### config.mk
export PLATFORM = sky130hd
export DESIGN_NAME = mips_mc_control
export DESIGN_NICKNAME = d
export VERILOG_FILES = /design/src/rtl/mips_ctrl_pkg.sv /design/src/rtl/alu_op_decoder.sv /design/src/rtl/mips_mc_control.sv
export SDC_FILE = /design/constraint.sdc
export NUM_CORES = 1
export LEC_CHECK = 0
export ABC_AREA = 0
export ABC_CLOCK_PERIOD_IN_PS = 1800
export CAP_MARGIN = 40
export CORE_MARGIN = 2
export CORE_UTILIZATION = 38
export DETAILED_ROUTE_END_ITERATION = 8
export PLACE_DENSITY = 0.76
export SETUP_SLACK_MARGIN = 0.05
export SLEW_MARGIN = 10
export SYNTH_ARGS = -nofsm -noshare
export SYNTH_HDL_FRONTEND = slang
export SYNTH_SLANG_ARGS = --single-unit
### constraint.sdc
create_clock -name clk -period 1.8 [get_ports clk]
set_input_delay 0.54 -clock clk [delete_from_list [all_inputs] [get_ports clk]]
set_output_delay 0.54 -clock clk [all_outputs]
set_load 0.01 [all_outputs]
### src/rtl/mips_ctrl_pkg.sv
// rtl/mips_ctrl_pkg.sv - shared encodings for the MIPS multi-cycle control FSM
package mips_ctrl_pkg;

    // ALU opcodes
    localparam logic [3:0] ALU_ADD   = 4'h0;
    localparam logic [3:0] ALU_SUB   = 4'h1;
    localparam logic [3:0] ALU_AND   = 4'h2;
    localparam logic [3:0] ALU_OR    = 4'h3;
    localparam logic [3:0] ALU_XOR   = 4'h4;
    localparam logic [3:0] ALU_NOR   = 4'h5;
    localparam logic [3:0] ALU_SLL   = 4'h6;
    localparam logic [3:0] ALU_SRL   = 4'h7;
    localparam logic [3:0] ALU_SRA   = 4'h8;
    localparam logic [3:0] ALU_SLT   = 4'h9;
    localparam logic [3:0] ALU_PASSA = 4'hA;
    localparam logic [3:0] ALU_PASSB = 4'hB;
    localparam logic [3:0] ALU_B8    = 4'hC;

    // Primary opcodes
    localparam logic [5:0] OP_RTYPE = 6'h00;
    localparam logic [5:0] OP_J     = 6'h02;
    localparam logic [5:0] OP_JAL   = 6'h03;
    localparam logic [5:0] OP_BEQ   = 6'h04;
    localparam logic [5:0] OP_BNE   = 6'h05;
    localparam logic [5:0] OP_BLEZ  = 6'h06;
    localparam logic [5:0] OP_BGTZ  = 6'h07;
    localparam logic [5:0] OP_ADDI  = 6'h08;
    localparam logic [5:0] OP_ADDIU = 6'h09;
    localparam logic [5:0] OP_SLTI  = 6'h0A;
    localparam logic [5:0] OP_SLTIU = 6'h0B;
    localparam logic [5:0] OP_ANDI  = 6'h0C;
    localparam logic [5:0] OP_ORI   = 6'h0D;
    localparam logic [5:0] OP_XORI  = 6'h0E;
    localparam logic [5:0] OP_LUI   = 6'h0F;
    localparam logic [5:0] OP_LW    = 6'h23;
    localparam logic [5:0] OP_SW    = 6'h2B;

    // R-type funct codes
    localparam logic [5:0] FN_SLL  = 6'h00;
    localparam logic [5:0] FN_SRL  = 6'h02;
    localparam logic [5:0] FN_SRA  = 6'h03;
    localparam logic [5:0] FN_JR   = 6'h08;
    localparam logic [5:0] FN_JALR = 6'h09;
    localparam logic [5:0] FN_ADD  = 6'h20;
    localparam logic [5:0] FN_ADDU = 6'h21;
    localparam logic [5:0] FN_SUB  = 6'h22;
    localparam logic [5:0] FN_SUBU = 6'h23;
    localparam logic [5:0] FN_AND  = 6'h24;
    localparam logic [5:0] FN_OR   = 6'h25;
    localparam logic [5:0] FN_XOR  = 6'h26;
    localparam logic [5:0] FN_NOR  = 6'h27;
    localparam logic [5:0] FN_SLT  = 6'h2A;
    localparam logic [5:0] FN_SLTU = 6'h2B;

    // Operand A select
    localparam logic [1:0] SRCA_RS   = 2'd0;
    localparam logic [1:0] SRCA_RT   = 2'd1;
    localparam logic [1:0] SRCA_IMMZ = 2'd2;

    // Operand B select
    localparam logic [2:0] SRCB_RT    = 3'd0;
    localparam logic [2:0] SRCB_IMMS  = 3'd1;
    localparam logic [2:0] SRCB_IMMZ  = 3'd2;
    localparam logic [2:0] SRCB_SHAMT = 3'd3;
    localparam logic [2:0] SRCB_C16   = 3'd4;
    localparam logic [2:0] SRCB_PC    = 3'd5;

    // PC source
    localparam logic [1:0] PC_PLUS4  = 2'd0;
    localparam logic [1:0] PC_BRANCH = 2'd1;
    localparam logic [1:0] PC_JUMP   = 2'd2;
    localparam logic [1:0] PC_RS     = 2'd3;

    // Destination register
    localparam logic [1:0] DST_RT  = 2'd0;
    localparam logic [1:0] DST_RD  = 2'd1;
    localparam logic [1:0] DST_R31 = 2'd2;

    typedef enum logic [2:0] {
        ST_FETCH  = 3'd0,
        ST_DECODE = 3'd1,
        ST_EXEC   = 3'd2,
        ST_MEM    = 3'd3,
        ST_WB     = 3'd4,
        ST_BRANCH = 3'd5,
        ST_JUMP   = 3'd6
    } state_t;

endpackage

### src/rtl/alu_op_decoder.sv
// rtl/alu_op_decoder.sv - maps opcode/funct of ALU-class instructions to ALU op and operand selects
module alu_op_decoder
    import mips_ctrl_pkg::*;
(
    input  logic [5:0] opcode,
    input  logic [5:0] funct,
    output logic [3:0] alu_op,
    output logic [1:0] alu_src_a,
    output logic [2:0] alu_src_b,
    output logic       legal
);

    // legal covers only instructions that run through EXEC; branches and jumps are classified by the FSM
    always_comb begin
        alu_op    = ALU_ADD;
        alu_src_a = SRCA_RS;
        alu_src_b = SRCB_RT;
        legal     = 1'b1;
        case (opcode)
            OP_RTYPE: begin
                case (funct)
                    FN_ADD, FN_ADDU: alu_op = ALU_ADD;
                    FN_SUB, FN_SUBU: alu_op = ALU_SUB;
                    FN_AND:          alu_op = ALU_AND;
                    FN_OR:           alu_op = ALU_OR;
                    FN_XOR:          alu_op = ALU_XOR;
                    FN_NOR:          alu_op = ALU_NOR;
                    FN_SLT, FN_SLTU: alu_op = ALU_SLT;
                    FN_SLL, FN_SRL, FN_SRA: begin
                        alu_op    = (funct == FN_SLL) ? ALU_SLL :
                                    (funct == FN_SRL) ? ALU_SRL : ALU_SRA;
                        alu_src_a = SRCA_RT;
                        alu_src_b = SRCB_SHAMT;
                    end
                    default: legal = 1'b0;
                endcase
            end
            OP_ADDI, OP_ADDIU, OP_LW, OP_SW: begin
                alu_op    = ALU_ADD;
                alu_src_b = SRCB_IMMS;
            end
            OP_SLTI, OP_SLTIU: begin
                alu_op    = ALU_SLT;
                alu_src_b = SRCB_IMMS;
            end
            OP_ANDI, OP_ORI, OP_XORI: begin
                alu_op    = (opcode == OP_ANDI) ? ALU_AND :
                            (opcode == OP_ORI)  ? ALU_OR  : ALU_XOR;
                alu_src_b = SRCB_IMMZ;
            end
            OP_LUI: begin
                // lui is imm16 shifted left by the constant 16
                alu_op    = ALU_SLL;
                alu_src_a = SRCA_IMMZ;
                alu_src_b = SRCB_C16;
            end
            default: legal = 1'b0;
        endcase
    end

endmodule

### src/rtl/mips_mc_control.sv
// rtl/mips_mc_control.sv - multi-cycle MIPS control FSM driving datapath strobes and ALU controls
module mips_mc_control
    import mips_ctrl_pkg::*;
(
    input  logic        clk,
    input  logic        reset_n,
    input  logic [31:0] instr,
    input  logic        mem_ready,
    input  logic        z,
    input  logic        n,
    output logic [3:0]  alu_op,
    output logic [1:0]  alu_src_a,
    output logic [2:0]  alu_src_b,
    output logic        ir_write,
    output logic        pc_write,
    output logic [1:0]  pc_src,
    output logic        mem_rd,
    output logic        mem_wr,
    output logic        reg_write,
    output logic [1:0]  reg_dst,
    output logic        mem_to_reg,
    output logic        illegal,
    output logic [2:0]  state
);

    state_t     state_q;
    logic [5:0] opcode_q;
    logic [5:0] funct_q;
    logic [4:0] rt_q;

    logic [3:0] dec_alu_op;
    logic [1:0] dec_src_a;
    logic [2:0] dec_src_b;
    logic       dec_legal;

    logic is_rtype, is_jr, is_link, is_jump, is_branch, is_mem, is_lw, is_sw;
    logic taken;
    logic fetch_go;

    // rs, imm16 and rt are consumed by the datapath, not by control
    logic unused_bits;
    assign unused_bits = ^{instr[25:21], instr[15:6], rt_q};

    alu_op_decoder u_dec (
        .opcode    (opcode_q),
        .funct     (funct_q),
        .alu_op    (dec_alu_op),
        .alu_src_a (dec_src_a),
        .alu_src_b (dec_src_b),
        .legal     (dec_legal)
    );

    assign is_rtype  = (opcode_q == OP_RTYPE);
    assign is_jr     = is_rtype && ((funct_q == FN_JR) || (funct_q == FN_JALR));
    assign is_link   = (opcode_q == OP_JAL) || (is_rtype && (funct_q == FN_JALR));
    assign is_jump   = (opcode_q == OP_J) || (opcode_q == OP_JAL) || is_jr;
    assign is_branch = (opcode_q == OP_BEQ) || (opcode_q == OP_BNE) ||
                       (opcode_q == OP_BLEZ) || (opcode_q == OP_BGTZ);
    assign is_lw     = (opcode_q == OP_LW);
    assign is_sw     = (opcode_q == OP_SW);
    assign is_mem    = is_lw || is_sw;

    // Gating with reset_n keeps write strobes quiet while reset is held in FETCH
    assign fetch_go  = (state_q == ST_FETCH) && mem_ready && reset_n;
    assign state     = state_q;

    // Branch condition from the ALU flags produced this cycle
    always_comb begin
        taken = 1'b0;
        case (opcode_q)
            OP_BEQ:  taken = z;
            OP_BNE:  taken = !z;
            OP_BLEZ: taken = z | n;
            OP_BGTZ: taken = !z & !n;
            default: taken = 1'b0;
        endcase
    end

    // State register and instruction field latches
    always_ff @(posedge clk or negedge reset_n) begin
        if (!reset_n) begin
            state_q  <= ST_FETCH;
            opcode_q <= 6'd0;
            funct_q  <= 6'd0;
            rt_q     <= 5'd0;
        end else begin
            case (state_q)
                ST_FETCH: begin
                    if (mem_ready) begin
                        opcode_q <= instr[31:26];
                        funct_q  <= instr[5:0];
                        rt_q     <= instr[20:16];
                        state_q  <= ST_DECODE;
                    end
                end
                ST_DECODE: begin
                    if (is_branch)      state_q <= ST_BRANCH;
                    else if (is_jump)   state_q <= ST_JUMP;
                    else if (dec_legal) state_q <= ST_EXEC;
                    else                state_q <= ST_FETCH;
                end
                ST_EXEC:   state_q <= is_mem ? ST_MEM : ST_WB;
                ST_MEM: begin
                    if (mem_ready) state_q <= is_lw ? ST_WB : ST_FETCH;
                end
                default:   state_q <= ST_FETCH;
            endcase
        end
    end

    // Moore strobe decode from state and latched fields, plus same-cycle mem_ready/flag qualification
    always_comb begin
        alu_op     = ALU_ADD;
        alu_src_a  = SRCA_RS;
        alu_src_b  = SRCB_RT;
        ir_write   = 1'b0;
        pc_write   = 1'b0;
        pc_src     = PC_PLUS4;
        mem_rd     = 1'b0;
        mem_wr     = 1'b0;
        reg_write  = 1'b0;
        reg_dst    = DST_RT;
        mem_to_reg = 1'b0;
        illegal    = 1'b0;
        case (state_q)
            ST_FETCH: begin
                mem_rd = 1'b1;
                if (fetch_go) begin
                    ir_write = 1'b1;
                    pc_write = 1'b1;
                    pc_src   = PC_PLUS4;
                end
            end
            ST_DECODE: illegal = !(is_branch || is_jump || dec_legal);
            ST_EXEC: begin
                alu_op    = dec_alu_op;
                alu_src_a = dec_src_a;
                alu_src_b = dec_src_b;
            end
            ST_MEM: begin
                mem_rd = is_lw;
                mem_wr = is_sw;
            end
            ST_WB: begin
                alu_op     = dec_alu_op;
                alu_src_a  = dec_src_a;
                alu_src_b  = dec_src_b;
                reg_write  = 1'b1;
                reg_dst    = is_rtype ? DST_RD : DST_RT;
                mem_to_reg = is_lw;
            end
            ST_BRANCH: begin
                alu_op = ((opcode_q == OP_BEQ) || (opcode_q == OP_BNE)) ? ALU_SUB : ALU_PASSA;
                if (taken) begin
                    pc_write = 1'b1;
                    pc_src   = PC_BRANCH;
                end
            end
            ST_JUMP: begin
                pc_write = 1'b1;
                pc_src   = is_jr ? PC_RS : PC_JUMP;
                if (is_link) begin
                    alu_op    = ALU_B8;
                    alu_src_b = SRCB_PC;
                    reg_write = 1'b1;
                    reg_dst   = (opcode_q == OP_JAL) ? DST_R31 : DST_RD;
                end
            end
            default: ;
        endcase
    end

endmodule
==> metrics.md, run 1 <==
| Metric | Value |
|---|---|
| Outcome | complete, but fails checks |
| Failing checks | setup timing |
| Via/cell ratio | ~6.1 |
| Gr usage total | 30.7% |
| Register area share after synthesis | between 20% and 30% |
| P_leak | about 0.0012 µW |
| PnR Total Power | ~4900 µW |
| Synth Cell Area | 0.00137 mm² |
| Period Utilization, post-route | 145% |
| Vias in the first global route | 1926 |
| Count of final hold-check violations | 0 |
| Total cell area at the placement stage | roughly 0.0022 mm² |
| Post-synth EDFFs | 0 |
| DRT Pass-1 Iters | 5 |
| Fraction of registers with async set/reset | between 90% and 100% |
| H-tree depth | 1 |
| Rel. slew slack | 72.7% |
| Clk_lat worst skew | around 300 ps |
| Post-route cell area | between 0.002 and 0.003 mm² |
| Initial antenna violation count | 0 |
| Final Worst Setup Slack | -814 ps |
| Synth Register Bits | 15 |
| Synth unique cells | 51 |
| Place WS | -823 ps |
| DPL Wire Length | 3620 µm |
| Row Count | 21 |
| Final WL | 6930 µm |
| Reg clk slew, reported paths | 120 ps |
| Clock root cell | clkbuf_4 |
| Syn_area_per_cell | just over 8 µm² |
| Final TNS setup | -12590 ps |
| Starting DRT DRC Count | ~160 |
| Max FO, Critical Path | 4 |
| Fillers | about 170 |
| Drt drc | 0 |
| Cts bufs inserted | 3 |
| Global route overflow | 0 |
| Num ports | 60 |
| Pin count of the biggest net entering global routing | 16 |
| Die Width | ~64 µm |
| Critical Path AT | roughly 2100 ps |
| Sw Ratio | between 40% and 50% |
| Number of clock sinks | 15 |
| NetSw | 2280 µW |
| # hold bufs at CTS | 0 |
| Pwr Density | roughly 1700 mW/mm² |
| Final instance count without filler cells | around 330 |
| Multi-input gate area | 0.00123 mm² |
| Worst setup EP type | primary output |
| CORE AREA | roughly 0.0034 mm² |
| Cell count after synthesis | about 170 |
| Synth-to-layout area growth | 105% |
| Max clock buf depth | 2 |
| Layout Skew | between 15 and 20 ps |
| Main synth FF type | dfrtp_1 |
| Fmax | 0.383 GHz |
| Routed length per instance | 21.1 µm |
| RSZ-0062 raised after global routing | yes |
| WP data required | around 1300 ps |
| Syn_nets | roughly 200 |
| Max Cap Viol | 0 |
| Gpl congestion | between 0.9 and 1 |
| CTS tree | built |
| Die outline height | between 60 and 70 µm |
| Worst hold path type | reg2reg |
| Int Pwr | 2580 µW |
| Register share of total power | around 17% |
| Vias | around 2000 |
| First-pass GRT wire length | roughly 9900 µm |
| Crit start category | register |
| Placed Cells | between 200 and 300 |
| Initial Util | between 40 and 50% |
| # nets final | between 300 and 400 |
| # diodes | 0 |
| Ys Warns | 0 |
| Layout cells sized above 1 | between 60% and 70% |
| Max-slew violations | 0 |
| Combinational share of power | 79.0% |
| Slew of the pin with the lowest slew margin | approximately 400 ps |
| Die area | 0.00409 mm² |
| Crit path kind | reg2out |
| Storage cell area | slightly below 400 µm² |
| Final setup viols | 23 |
| Clock share of power | about 4.5% |
| Number of nets with antenna violations after routing | 0 |
| Min cycle time layout | approximately 2600 ps |
| Max VDD drop | about 1.0 mV |
| Port bufs | 39 |
==> layout make-up <==
type / instances / share of cell area, %
Timing Repair Buffer: 128 / 38.5
Clock buffer: 3 / 0.803
Tap cell: 46 / 2.05
Inverter: 6 / 0.803
Clock inverter: 1 / 0.178
Sequential cell: 15 / 13.7
Multi-Input combinational cell: 129 / 43.9
==> cell usage in the layout (no fill, tap or decap), drive strengths merged, types with 2 or more instances in the layout <==
cell type,n
buf,110
nor2,16
clkdlybuf4s50,15
dfrtp,15
mux2,11
a21oi,9
nand2,9
nand3,9
nor4,7
nand3b,6
nand2b,6
inv,6
o21ai,5
or3,4
clkbuf,4
and3b,3
nand4,3
a211oi,3
nor3,3
a31o,3
nor2b,2
and2,2
o31ai,2
a21boi,2
and3,2
==> power by group through the flow <==
stage	clock network (µW)	registers (µW)	logic (µW)
floorplan	0	651	1460
global placement	0	741	2470
detailed placement	0	757	2550
CTS	216	765	3200
global route	231	824	4000
finish	217	802	3840
==> cell families (layout without fill, tap and decap cells) <==
kind of cell | Yosys count | in the layout | share of synthesized area [%]
and+or+nand+nor | 78 | 78 | 33.9
AOI/OAI and AO/OA | 37 | 37 | 20.0
buffers and inverters | 22 | 138 | 7.50
DFF | 15 | 15 | 27.4
muxes | 12 | 12 | 9.79
xor gates and xnor gates | 2 | 2 | 1.28
==> synth_stat cells, types with 2 or more instances <==
cell / instances / share of area, %
nor2_1: 16 / 4.4
dfrtp_1: 15 / 27
mux2_2: 11 / 9.1
a21oi_1: 9 / 3.3
buf_2: 9 / 3.3
nand2_1: 9 / 2.5
nand3_1: 9 / 3.3
inv_1: 6 / 1.6
nand2b_1: 6 / 2.7
nand3b_1: 6 / 3.3
nor4_1: 6 / 2.7
o21ai_0: 5 / 1.8
clkbuf_1: 4 / 1.1
a31o_2: 3 / 1.9
and3b_1: 3 / 1.9
nand4_1: 3 / 1.4
nor3_1: 3 / 1.1
a211oi_1: 2 / 1.1
a21boi_0: 2 / 1.1
and2_1: 2 / 0.91
and3_1: 2 / 0.91
buf_4: 2 / 1.1
nor2b_1: 2 / 0.91
o31ai_1: 2 / 1.1
or3_1: 2 / 0.91
or3_4: 2 / 1.6
==> stage by stage <==
step	hold slack, ps	utilization [%]
3_5_place_dp	625	65.7
4_1_cts	669	76.7
3_3_place_gp	581	65.7
5_1_grt	711	82.7
2_1_floorplan	244	-
6_report	690	82.7
==> worst paths after layout <==
| path | end | slack (ps) | cells after the start | startpoint |
|---|---|---|---|---|
| max in group asynchronous | opcode_q[2] | 850 | 2 | reset_n |
| min in group asynchronous | opcode_q[3] | 730 | 2 | reset_n |
| worst max-delay path | alu_src_b[0] | -810 | 7 | opcode_q[4] |
| worst max register to register | state[0] | -220 | 9 | opcode_q[2] |
| worst min register to register | funct_q[3] | 690 | 1 | funct_q[3] |
| worst min-delay path | funct_q[3] | 690 | 1 | funct_q[3] |
==> per-layer routing <==
metal	GRT usage (%)	part of all wire (%)	routed length (µm)
met1	38.0	38	2660
met2	52.6	50	3440
met3	3.35	7.5	518
met4	15.5	4.6	316
met5	0	0	0
==> flip-flops by register name, summed over array words and instances (netlist names) <==
signal    flops
funct_q       6
state         3
opcode_q      6
==> worst max-delay path, stage by stage (launching register included) <==
cell and delay, ps:
dfrtp_2 460, buf_6 150, nor4_4 340, o2111ai_2 200, buf_4 180, a21boi_0 130, o21ai_2 160, buf_2 160
==> what timing repair did <==
| action | in CTS | in global routing |
|---|---|---|
| gates resized for setup | 150 | 38 |
| pin swaps | 19 | 13 |
| endpoints found under the setup margin | 26 | 28 |
| buffers inserted | 25 | 11 |
No activity file was read; power rests on OpenSTA's default activity.
==> run 2: changes to the inputs <==
--- a/config.mk
+++ b/config.mk
@@ -9,9 +9,9 @@
 export ABC_CLOCK_PERIOD_IN_PS = 1800
 export CAP_MARGIN = 40
 export CORE_MARGIN = 2
-export CORE_UTILIZATION = 38
+export CORE_UTILIZATION = 45
 export DETAILED_ROUTE_END_ITERATION = 8
-export PLACE_DENSITY = 0.76
+export DONT_BUFFER_PORTS = 1
 export SETUP_SLACK_MARGIN = 0.05
 export SLEW_MARGIN = 10
 export SYNTH_ARGS = -nofsm -noshare
==> run 2 against run 1 <==
Compared with the run above:
- the flow still finishes with violations (setup timing)
- first-iteration DRC count down 57%
- register-to-register slack better by 330 ps
- design area down 26%
- sequential cell count unchanged
- global-route usage down 5.2 points
- core utilization down 13 points
- clock power down 13%
- non-clock buffer count down 75
- wire length down 39%
- clock-buffer cell count up 1
- via count down 26%
- critical path type unchanged
- critical endpoint unchanged
- largest cell class unchanged
- highest routed layer unchanged
==> metrics.md, run 2 (synthesis results as in run 1) <==
| Metric | Value |
|---|---|
| RSZ-0062 raised after global routing | yes |
| Row Count | 20 |
| CP Buf/Inv Count | 0 |
| WP data required | 1260 ps |
| FF-to-FF Start | opcode_q[2] |
| Max-slew violations | 0 |
| Slew of the pin with the lowest slew margin | a little under 700 ps |
| Crit start category | register |
| Max Cap Viol | 0 |
| Largest delay share family, worst path | simple AND/OR/NAND/NOR gates |
| Min cycle time layout | between 2000 and 2500 ps |
| Drt drc | 0 |
| Post-layout util | 69.7% |
| Gpl congestion | 0.927 |
| Max VDD drop | between 1 and 1.5 mV |
| Final WL | between 4000 and 5000 µm |
| Number of clock sinks | 15 |
| Final setup viols | 19 |
| # nets final | about 250 |
| R2R depth | 5 |
| Placed Cells | between 200 and 250 |
| Clock root cell | clkbuf_4 |
| DPL Wire Length | approximately 3100 µm |
| Count of final hold-check violations | 0 |
| Layout cells sized above 1 | around three fifths |
| Outcome | complete, but fails checks |
| Min Hold Slack | about 390 ps |
| First-pass GRT wire length | just under 7000 µm |
| Reg-to-reg slack, setup | ~110 ps |
| Worst setup EP type | primary output |
| CP max stage delay | ~420 ps |
| Most frequent cells in the layout | 43 x buf_4, 11 x mux2_2, 10 x dfrtp_2, 9 x nor2_1, 9 x buf_6 |
| Number of nets with antenna violations after routing | 0 |
| Global route overflow | 0 |
| Fmax | around 0.42 GHz |
| Clk_lat worst skew | 270 ps |
| Cts bufs inserted | 3 |
| Hold path cells | 2 |
| Total stage count of the critical path | 4 |
| Synth-to-layout area growth | 51.8% |
| Gr usage total | about 26% |
| Endpoint, Worst Hold | funct_q[0] |
| DRT Pass-1 Iters | 4 |
| Layout Skew | ~3 ps |
| Crit path kind | reg2out |
| Max clock buf depth | 2 |
| Routed length per instance | around 18 µm |
| Initial Util | a little under half |
| Port bufs | 0 |
| Pin count of the biggest net entering global routing | 18 |
| Final instance count without filler cells | 240 |
| Via/cell ratio | between 6 and 7 |
| Critical Path AT | around 1800 ps |
| Commonest non-fill, non-tap cell in the layout | buf_4 |
| Reg clk slew, reported paths | ~90 ps |
| Num ports | 60 |
| CP max stage cell | dfrtp_1 |
| Rel. slew slack | about 54% |
| Most used cell along the critical path | or3_4 |
| Period Utilization, post-route | 131% |
| CORE AREA | 0.00298 mm² |
| Final Worst Setup Slack | -565 ps |
| HP Start | instr[0] |
| P_leak | between 0.0008 and 0.0009 µW |
| H-tree depth | 1 |
| Starting DRT DRC Count | 70 |
| # diodes | 0 |
| Die outline height | 59.1 µm |
| CP cell instances | or3_4 > or3_4 > or2_4 > o21ai_2 |
| Vias | 1469 |
| Die Width | ~59 µm |
| Worst hold path type | in2reg |
| Worst R2R End | state[1] |
| Final TNS setup | -7840 ps |
| CTS tree | built |
| Failing checks | setup timing |
| Vias in the first global route | between 1000 and 1500 |
| Die area | between 0.003 and 0.004 mm² |
| Pwr Density | approximately 1800 mW/mm² |
| Max FO, Critical Path | 4 |
| Initial antenna violation count | 0 |
## run 2: per-layer routing
metal | vias to the layer above | share of wire [%] | track usage, %
met5 | - | 0 | 0
met4 | 0 | 0.40 | 5.84
met3 | 2 | 4.7 | 3.49
met2 | 55 | 52 | 43.3
met1 | 714 | 43 | 34.6
li1 | 698 | - | -
## run 2: worst reg2reg max path, stage by stage, from the launching register on
cell	delay (ps)
dfrtp_2	450
buf_6	180
or4b_1	530
o22ai_2	150
o21bai_1	140
o311a_1	180
## run 2: what timing repair did
action | in CTS | in global routing
pin swaps | 7 | 10
setup endpoints to repair | 19 | 22
gates resized for setup | 36 | 29
hold buffers | 1 | 0
setup buffers | 2 | 1
hold endpoints to repair | 15 | 0
## run 2: power by group
group | switching [µW] | internal, µW
sequential | 319 | 525
combinational | 1330 | 1340
clock | 102 | 85.8
total | 1750 | 1950
## run 2: through the flow
| stage | cell area [µm²] | total power, µW | setup slack [ps] |
|---|---|---|---|
| finish | 2080 | 3700 | -565 |
| global route | 2080 | 3930 | -608 |
| CTS | 1960 | 3430 | -562 |
| detailed placement | 1760 | 2970 | -287 |
| global placement | 1760 | 2900 | -251 |
| floorplan | 1460 | 2110 | -160 |
## run 2: area by class of cell
cell class                 count  area, µm²
timing repair buffer          53        434
tap                           33       41.3
sequential                    15        388
multi-input combinational    129       1160
inverter                       6       27.5
fill                         224        902
clock buffer                   4       26.3
## run 2: worst max path at each step
| stage | from | endpoint | slack [ps] |
|---|---|---|---|
| floorplan | opcode_q[3] | alu_src_b[0] | -160 |
| global placement | opcode_q[3] | alu_src_b[0] | -250 |
| detailed placement | opcode_q[5] | alu_op[1] | -290 |
| CTS | opcode_q[5] | alu_src_b[0] | -560 |
| global route | opcode_q[5] | alu_src_b[0] | -610 |
| finish | opcode_q[5] | alu_src_b[0] | -560 |
==> run 3: changes to the inputs <==
--- a/config.mk
+++ b/config.mk
@@ -6,12 +6,13 @@
 export NUM_CORES = 1
 export LEC_CHECK = 0
 export ABC_AREA = 0
-export ABC_CLOCK_PERIOD_IN_PS = 1800
+export ABC_CLOCK_PERIOD_IN_PS = 2600
 export CAP_MARGIN = 40
 export CORE_MARGIN = 2
 export CORE_UTILIZATION = 45
 export DETAILED_ROUTE_END_ITERATION = 8
 export DONT_BUFFER_PORTS = 1
+export GPL_ROUTABILITY_DRIVEN = 0
 export SETUP_SLACK_MARGIN = 0.05
 export SLEW_MARGIN = 10
 export SYNTH_ARGS = -nofsm -noshare
==> constraint.sdc (replaced) <==
create_clock -name clk -period 2.6 [get_ports clk]
set_input_delay 0.78 -clock clk [delete_from_list [all_inputs] [get_ports clk]]
set_output_delay 0.78 -clock clk [all_outputs]
set_load 0.01 [all_outputs]
==> run 3 against run 2 <==
Compared with the run above:
- the flow still finishes with violations (setup timing)
- non-clock buffer count fell by 19
- critical path depth did not move
- clock-buffer cell count fell by 1
- power fell by 37%
- sequential cell count did not move
- clock power fell by 27%
- sequential share of layout area rose by 2.2 points
- core utilization fell by 7.2 points
- via count fell by 2.7%
- worst setup slack improved by 460 ps
- die area did not move
- combinational power fell by 41%
- largest cell class unchanged
- largest power group unchanged
- highest routed layer unchanged
==> metrics.md, run 3 (synthesis results as in run 1) <==
| Metric | Value |
|---|---|
| CTS tree | built |
| Initial Util | a little under half |
| Via/cell ratio | between 6 and 7 |
| Layout Skew | between 10 and 15 ps |
| Storage cell area | slightly below 400 µm² |
| Min cycle time layout | 2710 ps |
| RSZ-0062 raised after global routing | yes |
| Final Worst Setup Slack | -106 ps |
| # nets final | ~230 |
| Vias in the first global route | around 1300 |
| Slew of the pin with the lowest slew margin | between 400 and 500 ps |
| Failing checks | setup timing |
| Cts bufs inserted | 3 |
| Outcome | complete, but fails checks |
| Combinational share of power | 67.7% |
| Final TNS setup | -318 ps |
| Clock share of power | under 10% |
| Max-slew violations | 0 |
| Global route overflow | 0 |
| Min Hold Slack | 166 ps |
| DPL Wire Length | between 2000 and 3000 µm |
| Fmax | ~0.37 GHz |
| WP data required | 1820 ps |
| Routed length per instance | 19.1 µm |
| Worst hold path type | in2async |
| Row Count | 20 |
| First-pass GRT wire length | 6150 µm |
| Reg clk slew, reported paths | 100 ps |
| Die Width | slightly below 60 µm |
| Most frequent cells in the layout | 28 x buf_4, 15 x nor2_1, 11 x mux2_2, 11 x dfrtp_2 |
| H-tree depth | 1 |
| Max Cap Viol | 0 |
| Post-layout util | a little over three fifths |
| Post-route cell area | 0.00186 mm² |
| Max VDD drop | 0.759 mV |
| Worst setup EP type | primary output |
| Port bufs | 0 |
| # diodes | 0 |
| Synth-to-layout area growth | 36.0% |
| Final setup viols | 5 |
| Pin count of the biggest net entering global routing | 17 |
| Die area | between 0.003 and 0.004 mm² |
| Final WL | 4210 µm |
| Commonest non-fill, non-tap cell in the layout | buf_4 |
| Number of nets with antenna violations after routing | 0 |
| Drt drc | 0 |
| Vias | 1430 |
| Clk_lat worst skew | ~290 ps |
| Max FO, Critical Path | 4 |
| Critical Path AT | about 1900 ps |
| P_leak | 0.000728 µW |
| Rel. slew slack | approximately 69% |
| Gr usage total | 23.1% |
| Die outline height | approximately 59 µm |
| Number of clock sinks | 15 |
| Clock root cell | clkbuf_4 |
| Num ports | 60 |
| Count of final hold-check violations | 0 |
| Fillers | around 250 |
| Register share of total power | 26.5% |
| Starting DRT DRC Count | 106 |
| Initial antenna violation count | 0 |
| DRT Pass-1 Iters | 4 |
| Int Pwr | ~1200 µW |
| Crit start category | register |
| Sw Ratio | between 40% and 50% |
| # hold bufs at CTS | 0 |
| NetSw | approximately 1200 µW |
| Total cell area at the placement stage | about 0.0015 mm² |
| Pwr Density | between 1000 and 1500 mW/mm² |
| Crit path kind | reg2out |
| CORE AREA | between 0.002 and 0.003 mm² |
| Multi-input gate area | 0.00111 mm² |
| Period Utilization, post-route | 104% |
| Max clock buf depth | 2 |
| Layout cells sized above 1 | approximately half |
==> run 3: cell types whose count changed in the layout (fill, tap and decap cells not counted), moves of 3 or more <==
cell	previous run	this run
inv_1	3	6
buf_6	9	5
nor2_4	5	1
nor2_1	9	15
buf_4	43	28
==> run 3: what timing repair did <==
| action | CTS | global route |
|---|---|---|
| buffers inserted | 2 | 10 |
| pin swaps | 6 | 16 |
| gates resized for setup | 19 | 42 |
| cloned | 0 | 0 |
| endpoints found under the setup margin | 10 | 16 |
==> run 3: final timing paths <==
| kind | from | end | slack [ps] | cells past startpoint |
|---|---|---|---|---|
| max | opcode_q[3] | alu_src_b[0] | -110 | 4 |
| min | reset_n | opcode_q[4] | 170 | 0 |
| max reg2reg | state[0] | opcode_q[2] | 760 | 5 |
| min reg2reg | funct_q[4] | funct_q[4] | 630 | 1 |
| max in group asynchronous | reset_n | funct_q[3] | 2340 | 0 |
| min in group clk | instr[0] | funct_q[0] | 620 | 2 |
==> run 3: routing by layer <==
| metal | global-route usage (%) | share of wire [%] | up-vias |
|---|---|---|---|
| met5 | 0 | 0 | - |
| met4 | 10.4 | 2.0 | 0 |
| met3 | 4.59 | 5.8 | 9 |
| met2 | 34.3 | 50 | 52 |
| met1 | 32.3 | 42 | 710 |
| li1 | - | - | 659 |
==> run 3: power groups by stage <==
| stage | Sequential (µW) | Clock (µW) | Combinational, µW |
|---|---|---|---|
| final | 618 | 137 | 1580 |
| after global routing | 639 | 148 | 1680 |
| after CTS | 571 | 140 | 1240 |
| after detailed placement | 566 | 0 | 1140 |
| after global placement | 557 | 0 | 1110 |
| after floorplan | 445 | 0 | 909 |
==> run 3: layout make-up <==
cell class,count,area share [%]
Clock buffer,3,1.21
Inverter,6,1.21
Multi-Input combinational cell,129,59.6
Tap cell,33,2.22
Sequential cell,15,20.9
Clock inverter,1,0.269
Timing Repair Buffer,34,14.6
==> run 3: worst max-delay path: stages, from the launching register on <==
cell,delay (ps)
dfrtp_1,440
or3_4,420
or3_4,420
or2_4,280
o21ai_4,80
==> run 3: stage by stage <==
| stage | worst slack (ps) | power (µW) | instances |
|---|---|---|---|
| 2_1_floorplan | 301 | 1350 | 166 |
| 3_3_place_gp | 172 | 1660 | 205 |
| 3_5_place_dp | 171 | 1710 | 205 |
| 4_1_cts | -62.8 | 1960 | 211 |
| 5_1_grt | -140 | 2470 | 221 |
| 6_report | -106 | 2340 | 221 |
